### src/rtl/fetch_unit.sv
// Instruction fetch stage: owns the PC, runs the instruction-memory read
// handshake and holds the fetched word in the instruction register.
module fetch_unit #(
  parameter int unsigned          XLEN     = 32,
  parameter logic [XLEN-1:0]      RESET_PC = '0,
  parameter int unsigned          pcmux_N  = 2,
  localparam int unsigned         SELW     = (pcmux_N > 1) ? $clog2(pcmux_N) : 1
) (
  input  logic            clk,
  input  logic            rst,
  input  logic            instrre,
  input  logic            pcnextctl,
  input  logic [SELW-1:0] pcmuxctl,
  input  logic [XLEN-1:0] brtarget,
  output logic            imem_req,
  output logic [XLEN-1:0] imem_addr,
  input  logic [31:0]     imem_rdata,
  input  logic            imem_ack,
  output logic [XLEN-1:0] pc,
  output logic [XLEN-1:0] pcplus4,
  output logic [31:0]     instr,
  output logic            instr_valid,
  output logic            fetch_busy,
  output logic            misaligned,
  output logic [6:0]      opcode,
  output logic [2:0]      func3,
  output logic            func7b5,
  output logic [4:0]      rd,
  output logic [4:0]      rs1,
  output logic [4:0]      rs2
);

  typedef enum logic {IDLE, WAIT} state_t;
  state_t state;

  localparam logic [31:0] NOP = 32'h0000_0013;

  always_ff @(posedge clk) begin
    if (rst) begin
      state       <= IDLE;
      pc          <= RESET_PC;
      imem_req    <= 1'b0;
      imem_addr   <= RESET_PC;
      instr       <= NOP;
      instr_valid <= 1'b0;
      misaligned  <= 1'b0;
    end else begin
      // PC update is independent of the handshake; imem_addr captures the old pc.
      if (pcnextctl) begin
        if (pcmuxctl == SELW'(0)) begin
          pc <= pcplus4;
        end else if (pcmuxctl == SELW'(1)) begin
          if (brtarget[1:0] == 2'b00) pc <= brtarget;
          else                        misaligned <= 1'b1;
        end
      end

      unique case (state)
        IDLE: begin
          if (instrre) begin
            imem_req    <= 1'b1;
            imem_addr   <= pc;
            instr_valid <= 1'b0;
            state       <= WAIT;
          end
        end
        WAIT: begin
          if (imem_ack) begin
            instr       <= imem_rdata;
            instr_valid <= 1'b1;
            imem_req    <= 1'b0;
            state       <= IDLE;
          end
        end
        default: state <= IDLE;
      endcase
    end
  end

  assign pcplus4    = pc + XLEN'(4);
  assign fetch_busy = (state == WAIT);

  assign opcode  = instr[6:0];
  assign func3   = instr[14:12];
  assign func7b5 = instr[30];
  assign rd      = instr[11:7];
  assign rs1     = instr[19:15];
  assign rs2     = instr[24:20];

endmodule
### config.mk
export PLATFORM = sky130hd
export DESIGN_NAME = fetch_unit
export DESIGN_NICKNAME = d
export VERILOG_FILES = /design/src/rtl/fetch_unit.sv
export SDC_FILE = /design/constraint.sdc
export NUM_CORES = 1
export LEC_CHECK = 0
export ABC_AREA = 1
export ABC_CLOCK_PERIOD_IN_PS = 4400
export BUFFER_PORTS_ARGS = -buffer_cell sky130_fd_sc_hd__buf_2
export CORE_MARGIN = 5
export CORE_UTILIZATION = 50
export CTS_CLUSTER_SIZE = 16
export DETAILED_ROUTE_END_ITERATION = 7
export PLACE_DENSITY = 0.85
export SYNTH_ARGS = -nofsm -noshare
export SYNTH_HDL_FRONTEND = slang
export SYNTH_SLANG_ARGS = --single-unit
### constraint.sdc
create_clock -name clk -period 4.4 [get_ports clk]
set_input_delay 0.66 -clock clk [delete_from_list [all_inputs] [get_ports clk]]
set_output_delay 0.66 -clock clk [all_outputs]
set_load 0.05 [all_outputs]
# ---- Word level (Yosys, flattened, before mapping)
# Index checks and enable logic that the tools add are counted.
dict set report word_totals {
  output_inout_bits 158
  inputBits 70
  register_bits 100
  elab_cells 30
}
dict set report op_classes {
  n_eq_ne 3
  add_sub_neg 1
  bitwise_logic 2
  mux 11
  n_reduce_logical 6
}
# operator n
set op_table {}
lappend op_table {{$mux W32} 2}
lappend op_table {{$add A32 B3 Y32 const B} 1}
lappend op_table {{$reduce_and A2 Y1} 4}
lappend op_table {{$mux W1} 6}
lappend op_table {{$pmux W1 S2} 3}
lappend op_table {{$ne A2 B2 Y1 const B} 2}
lappend op_table {{$reduce_and A3 Y1} 1}
lappend op_table {{$logic_not A2 Y1} 1}
lappend op_table {{$ne A2 B1 Y1 const B} 1}
lappend op_table {{$not A1 Y1} 2}

# ---- Depth between registers and ports, before layout
# Gate-level depths: netlist of run 1.
dict set report depth {
  ltp_word 3
  ltp_mapped 10
}

# ---- Least setup slack after synthesis of run 1
# OpenSTA, ideal clock, no wires.
dict set report synth_path {
  path_kind {register -> output}
  from {register pc[2]}
  to {output pcplus4[9]}
  slack_ps 1500
  stages_incl_launch_ff 5
  arrival_time_ps 2240
  cell_sequence {dfxtp_1 -> inv_1 -> nor2_4 -> nand2_4 -> xor2_1}
}
dict set report synth_via {
  elab_chain_cells 1
}
# element line_no
set synth_lines {}
lappend synth_lines {{start, declared} 19} ;# output logic [XLEN-1:0] pc,
lappend synth_lines {{start signal, assigned} 51} ;# pc <= pcplus4;
lappend synth_lines {{start signal, assigned} 53} ;# if (brtarget[1:0] == 2'b00) pc <= brtarget;
lappend synth_lines {{$add A32 B3 Y32} 80} ;# assign pcplus4 = pc + XLEN'(4);
lappend synth_lines {{end, declared} 20} ;# output logic [XLEN-1:0] pcplus4,
# No other way between the ends.

# ---- Final worst setup path of run 1
dict set report layout_path {
  from {register pc[3]}
  to {output pcplus4[14]}
}
# Same word-level chain as after synthesis.

==> results of run 1 <==
## worst max path at each step
| stage | from | end | slack [ns] |
|---|---|---|---|
| finish | pc[3]$_SDFFE_PP0P_ | pcplus4[14] | 1.62 |
| global route | pc[2]$_SDFFE_PP0P_ | pcplus4[14] | 1.48 |
| CTS | pc[3]$_SDFFE_PP0P_ | pcplus4[14] | 1.65 |
| detailed placement | pcmuxctl | pc[13]$_SDFFE_PP0P_ | 1.81 |
| global placement | pcmuxctl | pc[4]$_SDFFE_PP0P_ | 1.88 |
| floorplan | pc[2]$_SDFFE_PP0P_ | pcplus4[9] | 1.50 |
## per-layer routing
| metal | vias to the layer above | wire, um | part of all wire (%) |
|---|---|---|---|
| li1 | 2515 | - | - |
| met1 | 2232 | 6140 | 40 |
| met2 | 250 | 7350 | 48 |
| met3 | 31 | 1590 | 10 |
| met4 | 0 | 352 | 2.3 |
| met5 | - | 0 | 0 |
## through the flow
stage / setup slack, ns / power (uW) / instances
after floorplan: 1.50 / 1490 / 692
after global placement: 1.88 / 1620 / 988
after detailed placement: 1.81 / 1630 / 988
after CTS: 1.65 / 2240 / 1003
after global routing: 1.48 / 2310 / 1003
final: 1.62 / 2230 / 1003
## kinds of logic (layout without fill, tap and decap cells)
kind of cell / count (synthesis) / in the layout
simple gates: 322 / 322
compound gates: 132 / 132
buf+inv: 122 / 304
flops: 100 / 100
xor+xnor: 15 / 15
fa+ha+maj: 1 / 1
## synthesized netlist by cell type
library cell | number | share of area (%)
nand2_1 | 132 | 10
buf_6 | 2 | 0.47
inv_1 | 59 | 4.6
nand2_4 | 1 | 0.23
buf_1 | 4 | 0.31
o21ai_0 | 79 | 8.2
a22oi_1 | 1 | 0.16
and2_1 | 3 | 0.39
nor2_1 | 124 | 9.7
nor2_2 | 3 | 0.39
a21oi_1 | 45 | 4.7
clkinv_1 | 1 | 0.078
a21oi_2 | 1 | 0.18
nor2_4 | 8 | 1.9
nor3_1 | 2 | 0.21
buf_2 | 7 | 0.73
clkbuf_1 | 21 | 1.6
o22ai_1 | 2 | 0.26
xor2_1 | 9 | 1.6
a211oi_1 | 1 | 0.16
nand2_2 | 3 | 0.39
a31oi_1 | 3 | 0.39
ha_1 | 1 | 0.26
buf_4 | 28 | 4.4
dfxtp_1 | 100 | 42
nand3_1 | 46 | 4.8
xor2_2 | 6 | 2.0
## registers in the layout, indices dropped and copies added (netlist names)
| register | count |
|---|---|
| imem_addr | 32 |
| fetch_busy | 1 |
| instr | 32 |
| pc | 32 |
| instr_valid | 1 |
| misaligned | 1 |
| imem_req | 1 |
## layout by cell type, fill, tap and decap left out, drive strengths merged, types with 2 or more instances in the layout
cell type / netlist / layout
a31oi: 3 / 3
nor3: 2 / 2
buf: 41 / 229
clkinv: 1 / 3
and2: 3 / 3
nor2: 135 / 135
inv: 59 / 62
clkbuf: 21 / 9
dfxtp: 100 / 100
o21ai: 79 / 79
o22ai: 2 / 2
nand2: 136 / 136
xor2: 15 / 15
nand3: 46 / 46
a21oi: 46 / 46
## worst reg2reg max path, stage by stage, from the launching register on
cell	delay (ns)
dfxtp_1	0.37
nor2_4	0.82
inv_1	0.44
nand2_1	0.22
a21oi_1	0.09
## layout make-up
cell class | instances | share of cell area, %
timing repair buffer | 229 | 19.2
clock inverter | 6 | 1.40
inverter | 60 | 3.77
clock buffer | 9 | 2.07
tap | 129 | 2.70
sequential | 100 | 33.5
multi-input combinational | 470 | 37.3
## power by group through the flow
stage	combinational, uW	clock, uW	sequential, uW
2_1_floorplan	270	0	1220
5_1_grt	637	660	1020
3_3_place_gp	597	0	1030
4_1_cts	602	629	1010
6_report	601	617	1010
3_5_place_dp	601	0	1030
==> flow_summary.yaml, run 1 <==
run_status:
  status: "complete, no violations"
power_and_ir_drop:
  total_switching_power_uw: 859
  static-leakage-power_uw: 0.00294
  vdd_ir_drop_max_uv: 241
  combinationalPowerShare_pct: 27.0
  power.density_cell_area_mw_per_mm2: 372
  intPower_uw: 1370
  seq_power_share_pct: 45.3
  power.share.clock_pct: 27.7
  switching_fraction_of_total_power_pct: 38.6
setup_path:
  reg2reg_from: "fetch_busy$_SDFF_PP0_"
  critical_path.reg2reg.endpoint: "imem_addr[0]$_SDFFE_PP0P_"
  slowest_stage: "dfxtp_1"
  critical_path_cell_count: 7
  critPathCaptureType: "output pin"
  worst_path_dominant_cell_family: "simple AND/OR/NAND/NOR gates"
  setup.worst_path.start_class: "flip-flop"
  reg2reg_slack_ns: 2.35
  worst-r2r-cell-count: 4
  timing.critical_path.required_ns: 3.74
  cp_cell_sequence: "ha_1 -> nand2_1 -> nor2_2 -> nand2_2 -> nor2_4 -> xor2_1 -> buf_2"
  critPathArrivalTime_ns: 2.12
  critical_path_class: "reg2out"
  critical_path.max_fanout: 5
  crit_buf_inv: 1
  crit_path_max_incr_delay_ns: 0.42
timing:
  finalClockSkew_ns: 0.0176
  final_hold_viol_count: 0
  slew_headroom_pct: 20.5
  grt_setup_unrepaired: "no"
  fin_tns_setup_ns: 0
  max_slew.worst_pin.slew_ns: 1.19
  whs_ns: 0.456
  post-route-period-util_pct: 63.1
  final.min_clock_period_ns: 2.78
  finalSetupViolCount: 0
  timing.final.max_slew_violations: 0
  clock.fmax_mhz: 360
floorplanning:
  placement_rows: 35
  chipWidth_um: 108
  height_of_the_chip_um: 108
  ioPinCount: 228
  floorplan.initialDensity_pct: 51.6
  die-area_mm2: 0.0117
  core_area_mm2: 0.00933
synth:
  synth-compound-area-share_pct: 14.0
  share_of_cell_area_taken_by_muxes_after_synthesis_pct: 0
  post_synthesis_share_of_cell_area_spent_on_full_adders_half_adders_and_majority_gates_pct: 0.260
  synth_xor_xnor_area_share_pct: 3.67
  ys_seq_area_share_pct: 41.6
  ys.warnings.count: 0
  syn-instance-count: 692
  yosysUniqueCellTypes: 27
  syn_nets: 763
  post_synth_instance_area_mm2: 0.00481
  synth_top_family_by_area: "simple AND/OR/NAND/NOR gates"
  synthSimpleGateAreaFrac_pct: 28.2
  syn_avg_cell_area_um2: 6.95
  synth_seq_cells: 100
clock_network:
  ctsHtreeMaxLevel: 3
  cts_buffer_count: 9
  clock_latency_ns: 0.37
  holdBufCountCts: 0
  clkTransAtPathRegs_ns: 0.10
  clock_sink_count: 100
  longest_clk_path_bufs: 2
  post_cts_buffers: 0
  cts_tree: "yes"
  cts_repair_resize_count: 0
  cts-root-buf: "clkbuf_8"
placement:
  placed_cell_area_mm2: 0.00577
  numPortBuffers: 227
  gp_congestion: 0.955
  dp_hpwl_mm: 11.7
layout:
  num-nets-final: 941
  num-fill-cells: 904
  multi_input_comb_area_mm2: 0.00223
  antenna_cells: 0
  storage_element_area_mm2: 0.00200
  layout-area-overhead-vs-synth_pct: 24.3
  post-route-cell-area_mm2: 0.00598
  drive_gt1_share_pct: 30.8
  final_core_utilization_pct: 64.1
grt:
  grt_first_pass_wirelength_mm: 23.3
  number_of_antenna_violations_at_the_first_check_in_global_routing: 0
  globalRoute.totalOverflow: 0
  first_global_vias: 4668
  grt_max_degree: 73
  met3_usage_in_global_routing_pct: 6.87
  met2_global_route_usage_pct: 44.3
  grtUsageTotal_pct: 25.2
  global_route.usage.met1_pct: 29.7
  grt_peak_use_layer: "met2"
worst_hold_path:
  worst_hold_startpoint: "misaligned$_SDFFE_PP0P_"
  hold_path.class: "reg2reg"
  holdPathEnd: "misaligned$_SDFFE_PP0P_"
  hold-path-cell-count: 2
detailed_routing:
  detailroute.via_count: 5028
  drtAntennaViolNets: 0
  wire_per_inst_um: 15.4
  drt_pass1_iterations: 5
  drt-vias-per-instance: 5.01
  initialDrtViolationCount: 378
  route.final.wire_length_mm: 15.4
  remaining_drc_errors: 0
run:
  maxCapViolations: 0
No activity file was read; power rests on OpenSTA's default activity.
==> inputs of run 2 (changes only) <==
==> config.mk (replaced) <==
export PLATFORM = sky130hd
export DESIGN_NAME = fetch_unit
export DESIGN_NICKNAME = d
export VERILOG_FILES = /design/src/rtl/fetch_unit.sv
export SDC_FILE = /design/constraint.sdc
export NUM_CORES = 1
export LEC_CHECK = 0
export ABC_AREA = 0
export ABC_CLOCK_PERIOD_IN_PS = 2300
export BUFFER_PORTS_ARGS = -buffer_cell sky130_fd_sc_hd__buf_2
export CORE_MARGIN = 5
export CORE_UTILIZATION = 43
export CTS_CLUSTER_SIZE = 16
export DETAILED_ROUTE_END_ITERATION = 7
export PLACE_DENSITY = 0.77
export SYNTH_ARGS = -nofsm -noshare
export SYNTH_HDL_FRONTEND = slang
export SYNTH_SLANG_ARGS = --single-unit
==> constraint.sdc (replaced) <==
create_clock -name clk -period 2.3 [get_ports clk]
set_input_delay 0.345 -clock clk [delete_from_list [all_inputs] [get_ports clk]]
set_output_delay 0.345 -clock clk [all_outputs]
set_load 0.05 [all_outputs]
==> flow_summary.yaml, run 2 <==
run_status:
  status: "finished with violations"
  failed_checks: "negative setup slack"
grt:
  globalRoute.totalOverflow: 0
  grt_first_pass_wirelength_mm: 28.8
  grt_peak_use_layer: "met2"
  number_of_antenna_violations_at_the_first_check_in_global_routing: 0
  met3_usage_in_global_routing_pct: 6.78
  met2_global_route_usage_pct: 41.8
  grtUsageTotal_pct: 25.0
  global_route.usage.met1_pct: 31.0
  first_global_vias: 5632
  grt_max_degree: 47
synth:
  synth_seq_cells: 100
  ys.warnings.count: 0
  syn_nets: 739
  ys_seq_area_share_pct: 39.6
  yosysUniqueCellTypes: 61
  syn-instance-count: 668
  syn_avg_cell_area_um2: 7.56
  postSynth.topFlopCell: "dfxtp_1"
  fraction_of_registers_with_async_set_or_reset_after_synthesis_pct: 0
  area_share_of_the_leading_cell_type_in_the_synthesized_netlist_pct: 39.6
  synth_enable_flop_cells: 0
  post_synth_instance_area_mm2: 0.00505
  most_instantiated_library_cell_after_synthesis: "nand2_1"
  synth_area_leaders: "dfxtp_1, nand2_1, a21oi_1"
  synth.cells.most_frequent: "nand2_1, dfxtp_1, a21oi_1, clkbuf_1, buf_4"
  synthDominantAreaCellType: "dfxtp_1"
timing:
  final.min_clock_period_ns: 2.53
  grt_setup_unrepaired: "yes"
  finalClockSkew_ns: 0.0130
  timing.final.max_slew_violations: 0
  clock.fmax_mhz: 395
  fin_ws_ns: -0.233
  slew_headroom_pct: 58.2
  finalSetupViolCount: 11
  post-route-period-util_pct: 110
  max_slew.worst_pin.slew_ns: 0.628
  final_hold_viol_count: 0
setup_path:
  critical_path.reg2reg.endpoint: "pc[24]$_SDFFE_PP0P_"
  worst-r2r-cell-count: 6
  critical_path_class: "reg2out"
  timing.critical_path.required_ns: 1.96
  reg2reg_from: "pc[14]$_SDFFE_PP0P_"
  crit_path_max_incr_delay_ns: 0.56
  reg2reg_slack_ns: 0.15
  slowest_stage: "or4_4"
  critPathArrivalTime_ns: 2.19
  cp_cell_sequence: "nand4_1 -> or4_4 -> or3_4 -> xnor2_4 -> buf_6"
  critical_path.max_fanout: 4
  critPathCaptureType: "output pin"
  setup.worst_path.start_class: "flip-flop"
clock_network:
  longest_clk_path_bufs: 2
  cts_tree: "yes"
  clock_sink_count: 100
  cts_buffer_count: 9
  clkTransAtPathRegs_ns: 0.07
  clock_latency_ns: 0.35
  ctsHtreeMaxLevel: 3
  holdBufCountCts: 0
  cts-root-buf: "clkbuf_16"
detailed_routing:
  detailroute.via_count: 5945
  drt-vias-per-instance: 5.55
  route.final.wire_length_mm: 19.1
  wire_per_inst_um: 17.8
  drtAntennaViolNets: 0
  initialDrtViolationCount: 518
  drt_pass1_iterations: 5
  remaining_drc_errors: 0
layout:
  most-common-layout-cells: "buf_2, nand2_1, buf_4"
  mostFrequentLayoutCell: "buf_2"
  drive_gt1_share_pct: 46.8
  reg_top3: "imem_addr: 32 flops, instr: 32 flops, pc: 32 flops"
  layout-area-overhead-vs-synth_pct: 55.5
  antenna_cells: 0
  num-nets-final: 994
  final_core_utilization_pct: 68.5
  post-route-cell-area_mm2: 0.00786
run:
  maxCapViolations: 0
worst_hold_path:
  holdPathEnd: "instr[0]$_SDFFE_PP1P_"
  worst_hold_startpoint: "imem_rdata[0]"
  hold_path.class: "in2reg"
  hold-path-cell-count: 3
placement:
  placed_cell_area_mm2: 0.00691
  gp_congestion: 0.915
  numPortBuffers: 227
  dp_hpwl_mm: 13.5
floorplanning:
  chipWidth_um: 118
  placement_rows: 39
  core_area_mm2: 0.0115
  die-area_mm2: 0.0140
  height_of_the_chip_um: 118
  ioPinCount: 228
  floorplan.initialDensity_pct: 44.1
power_and_ir_drop:
  power.share.clock_pct: 34.7
  total_switching_power_uw: 1450
  seq_power_share_pct: 42.6
  switching_fraction_of_total_power_pct: 33.7
  vdd_ir_drop_max_uv: 546
  intPower_uw: 2850
  static-leakage-power_uw: 0.00364
  combinationalPowerShare_pct: 22.8
  power.density_cell_area_mw_per_mm2: 547
## run 2: cell count changes in the layout (fill, tap and decap cells not counted), sizes merged, moves of 16 or more
cell,previous run,this run
nor2,135,26
buf,229,331
xnor2,0,17
nand3,46,22
o21ai,79,18
inv,62,9
nand2,136,167
nand4,0,16
a21oi,46,79
## run 2: worst max-delay path, delay by kind of cell (launching register included)
kind	cells	cell delay [ns]
simple gates	3	1.14
flops	1	0.36
xor+xnor	1	0.17
buf+inv	1	0.17
## run 2: worst max path at each step
stage / slack, ns / to / start / depth (start not counted)
floorplan: -0.21 / pcplus4[23] / pc[10]$_SDFFE_PP0P_ / 6
global placement: -0.01 / pcplus4[27] / pc[13]$_SDFFE_PP0P_ / 6
detailed placement: -0.04 / pcplus4[27] / pc[13]$_SDFFE_PP0P_ / 6
CTS: -0.22 / pcplus4[28] / pc[13]$_SDFFE_PP0P_ / 5
global route: -0.28 / pcplus4[28] / pc[13]$_SDFFE_PP0P_ / 5
finish: -0.23 / pcplus4[28] / pc[17]$_SDFFE_PP0P_ / 5
## run 2: through the flow
step                setup TNS (ns)  setup WS, ns  total power [uW]  hold slack, ns  cells
floorplan                    -1.02        -0.206              2540           0.469    668
global placement           -0.0215       -0.0123              2790           0.435   1020
detailed placement         -0.0846       -0.0425              2800           0.438   1020
CTS                          -1.15        -0.221              4300           0.196   1050
global route                 -2.35        -0.284              4460           0.199   1071
finish                       -1.44        -0.233              4300           0.204   1071
## run 2: power by group through the flow
stage	Clock, uW	Combinational, uW	Sequential (uW)
floorplan	0	450	2090
global placement	0	923	1870
detailed placement	0	927	1870
CTS	1520	951	1830
global route	1590	1030	1840
finish	1490	979	1830
## run 2: layout make-up
class                   count  area [um2]
clock buffers              10         239
clock inverters             6        53.8
fillers                   906        3610
inverters                   7        40.0
multi-input cells         473        3130
flip-flops and latches    100        2090
well taps                 143         179
repair buffers            332        2130
## run 2: repair_timing
action / 4_1_cts / 5_1_grt
setup endpoints to repair: 20 / 20
resized for setup: 61 / 42
gates cloned: 0 / 1
buffers inserted: 14 / 21
pin swaps: 10 / 14
## run 2: kinds of logic (layout without fill, tap and decap cells)
family	Yosys count	in the layout	share of synthesized area, %
xor+xnor	28	28	4.85
fa+ha+maj	1	1	0.248
simple gates	288	288	26.7
mux	1	1	0.198
buf+inv	95	355	9.51
flops	100	100	39.6
compound gates	155	155	18.8
## run 2: per-layer routing
metal	part of all wire [%]	vias up
met2	48	346
met5	0	-
met1	39	2748
met3	10	51
met4	2.6	0
li1	-	2800
==> inputs of run 3 (changes only) <==
--- a/config.mk
+++ b/config.mk
@@ -12,7 +12,7 @@
 export CORE_UTILIZATION = 43
 export CTS_CLUSTER_SIZE = 16
 export DETAILED_ROUTE_END_ITERATION = 7
-export PLACE_DENSITY = 0.77
+export PLACE_DENSITY = 0.78
 export SYNTH_ARGS = -nofsm -noshare
 export SYNTH_HDL_FRONTEND = slang
 export SYNTH_SLANG_ARGS = --single-unit
==> flow_summary.yaml, run 3 (synthesis gave the netlist of run 2 again) <==
grt:
  globalRoute.totalOverflow: 0
  grt_first_pass_wirelength_mm: 28.0
  number_of_antenna_violations_at_the_first_check_in_global_routing: 0
  grt_max_degree: 60
  grtUsageTotal_pct: 24.2
  first_global_vias: 5353
placement:
  numPortBuffers: 227
  gp_congestion: 0.928
  dp_hpwl_mm: 13.3
run_status:
  failed_checks: "negative setup slack"
  status: "finished with violations"
power_and_ir_drop:
  power.density_cell_area_mw_per_mm2: 548
  switching_fraction_of_total_power_pct: 33.7
  total_switching_power_uw: 1430
  vdd_ir_drop_max_uv: 529
  static-leakage-power_uw: 0.00355
  intPower_uw: 2820
  seq_power_share_pct: 43.3
  post-layout-total-power_uw: 4240
  power.share.clock_pct: 33.8
  combinationalPowerShare_pct: 22.9
layout:
  num-nets-final: 992
  reg_top3: "imem_addr: 32 flops, instr: 32 flops, pc: 32 flops"
  antenna_cells: 0
  mostFrequentLayoutCell: "buf_2"
  most-common-layout-cells: "buf_2, nand2_1, buf_4"
  layout-area-overhead-vs-synth_pct: 53.4
  drive_gt1_share_pct: 46.7
run:
  maxCapViolations: 0
timing:
  final_hold_viol_count: 0
  slew_headroom_pct: 55.0
  max_slew.worst_pin.slew_ns: 0.675
  timing.final.max_slew_violations: 0
  post-route-period-util_pct: 107
  grt_setup_unrepaired: "yes"
  clock.fmax_mhz: 407
  finalClockSkew_ns: 0.00878
  final.min_clock_period_ns: 2.46
  whs_ns: 0.212
  fin_ws_ns: -0.159
  finalSetupViolCount: 9
floorplanning:
  ioPinCount: 228
  placement_rows: 39
  core_area_mm2: 0.0115
  die-area_mm2: 0.0140
  chipWidth_um: 118
  height_of_the_chip_um: 118
  floorplan.initialDensity_pct: 44.1
clock_network:
  ctsHtreeMaxLevel: 3
  clkTransAtPathRegs_ns: 0.07
  longest_clk_path_bufs: 2
  clock_latency_ns: 0.34
  clock_sink_count: 100
  holdBufCountCts: 0
  cts_tree: "yes"
  cts_buffer_count: 9
  cts-root-buf: "clkbuf_16"
setup_path:
  reg2reg_slack_ns: 0.07
  critical_path_class: "reg2out"
  critPathArrivalTime_ns: 2.11
  worst_path_dominant_cell_family: "simple AND/OR/NAND/NOR gates"
  critical_path.max_fanout: 3
  timing.critical_path.required_ns: 1.96
  setup.worst_path.start_class: "flip-flop"
  critPathCaptureType: "output pin"
  timing.critical_path.mode_cell: "buf_6"
  cp_cell_sequence: "nand3_2 -> or4_4 -> buf_6 -> nor3_2 -> buf_4 -> xor2_4 -> buf_6"
  slowest_stage: "or4_4"
  crit_path_max_incr_delay_ns: 0.55
  crit_buf_inv: 3
detailed_routing:
  detailroute.via_count: 5884
  drt-vias-per-instance: 5.50
  drt_pass1_iterations: 5
  drtAntennaViolNets: 0
  remaining_drc_errors: 0
  initialDrtViolationCount: 481
  route.final.wire_length_mm: 18.6
  wire_per_inst_um: 17.4
worst_hold_path:
  hold_path.class: "in2reg"
run 3: cell count changes in the layout (fill, tap and decap cells not counted), moves of 3 or more:
cell / delta
buf_4: +5
buf_6: -4
nand3_1: -3
nand3_2: +3
nor2_4: -3
run 3: layer usage:
layer	vias up	global-route usage [%]	share of wire, %
li1	2785	-	-
met1	2728	30.7	40
met2	326	40.8	48
met3	45	5.54	9.2
met4	0	7.87	2.6
met5	-	0	0
run 3: power by group through the flow:
| stage | Sequential, uW | Combinational [uW] | Clock [uW] |
|---|---|---|---|
| final | 1840 | 974 | 1430 |
| after global routing | 1850 | 1030 | 1530 |
| after CTS | 1830 | 943 | 1450 |
| after detailed placement | 1870 | 920 | 0 |
| after global placement | 1870 | 917 | 0 |
| after floorplan | 2090 | 450 | 0 |
run 3: final cells by class:
cell class	count	area, um2
well taps	143	179
clock inverters	6	47.5
fillers	939	3720
inverters	7	33.8
multi-input cells	473	3080
clock buffers	10	229
flip-flops and latches	100	2080
repair buffers	330	2100
run 3: worst reg2reg max path, cell delays in order, from the launching register on:
cell and delay [ns]:
dfxtp_4 0.36, nand3_2 0.08, or4_4 0.55, buf_6 0.14, buf_4 0.14, buf_4 0.13
buf_4 0.14, or4_1 0.50, o211ai_1 0.11
run 3: worst paths after layout:
kind                               from                    endpoint  cells after the start
max reg2reg         pc[15]$_SDFFE_PP0P_         pc[24]$_SDFFE_PP0P_                      8
min reg2reg  imem_addr[10]$_SDFFE_PP0P_  imem_addr[10]$_SDFFE_PP0P_                      2
min                       imem_rdata[0]       instr[0]$_SDFFE_PP1P_                      3
max                 pc[15]$_SDFFE_PP0P_                 pcplus4[26]                      7
run 3: what timing repair did:
action | in CTS | in global routing
setup endpoints to repair | 19 | 21
pin swaps | 14 | 18
gates resized for setup | 49 | 39
setup buffers | 11 | 24
run 3: through the flow:
stage                     utilization (%)  instance area [um2]  std cells  setup WS (ns)  TNS (ns)
after global placement               60.3                 6920       1019        -0.0101   -0.0101
after global routing                 67.6                 7750       1069         -0.215     -1.67
final                                67.6                 7750       1069         -0.159    -0.972
after floorplan                         -                 5570        668         -0.206     -1.02
after CTS                            64.9                 7450       1046         -0.226     -1.16
after detailed placement             60.3                 6920       1019        -0.0297   -0.0465
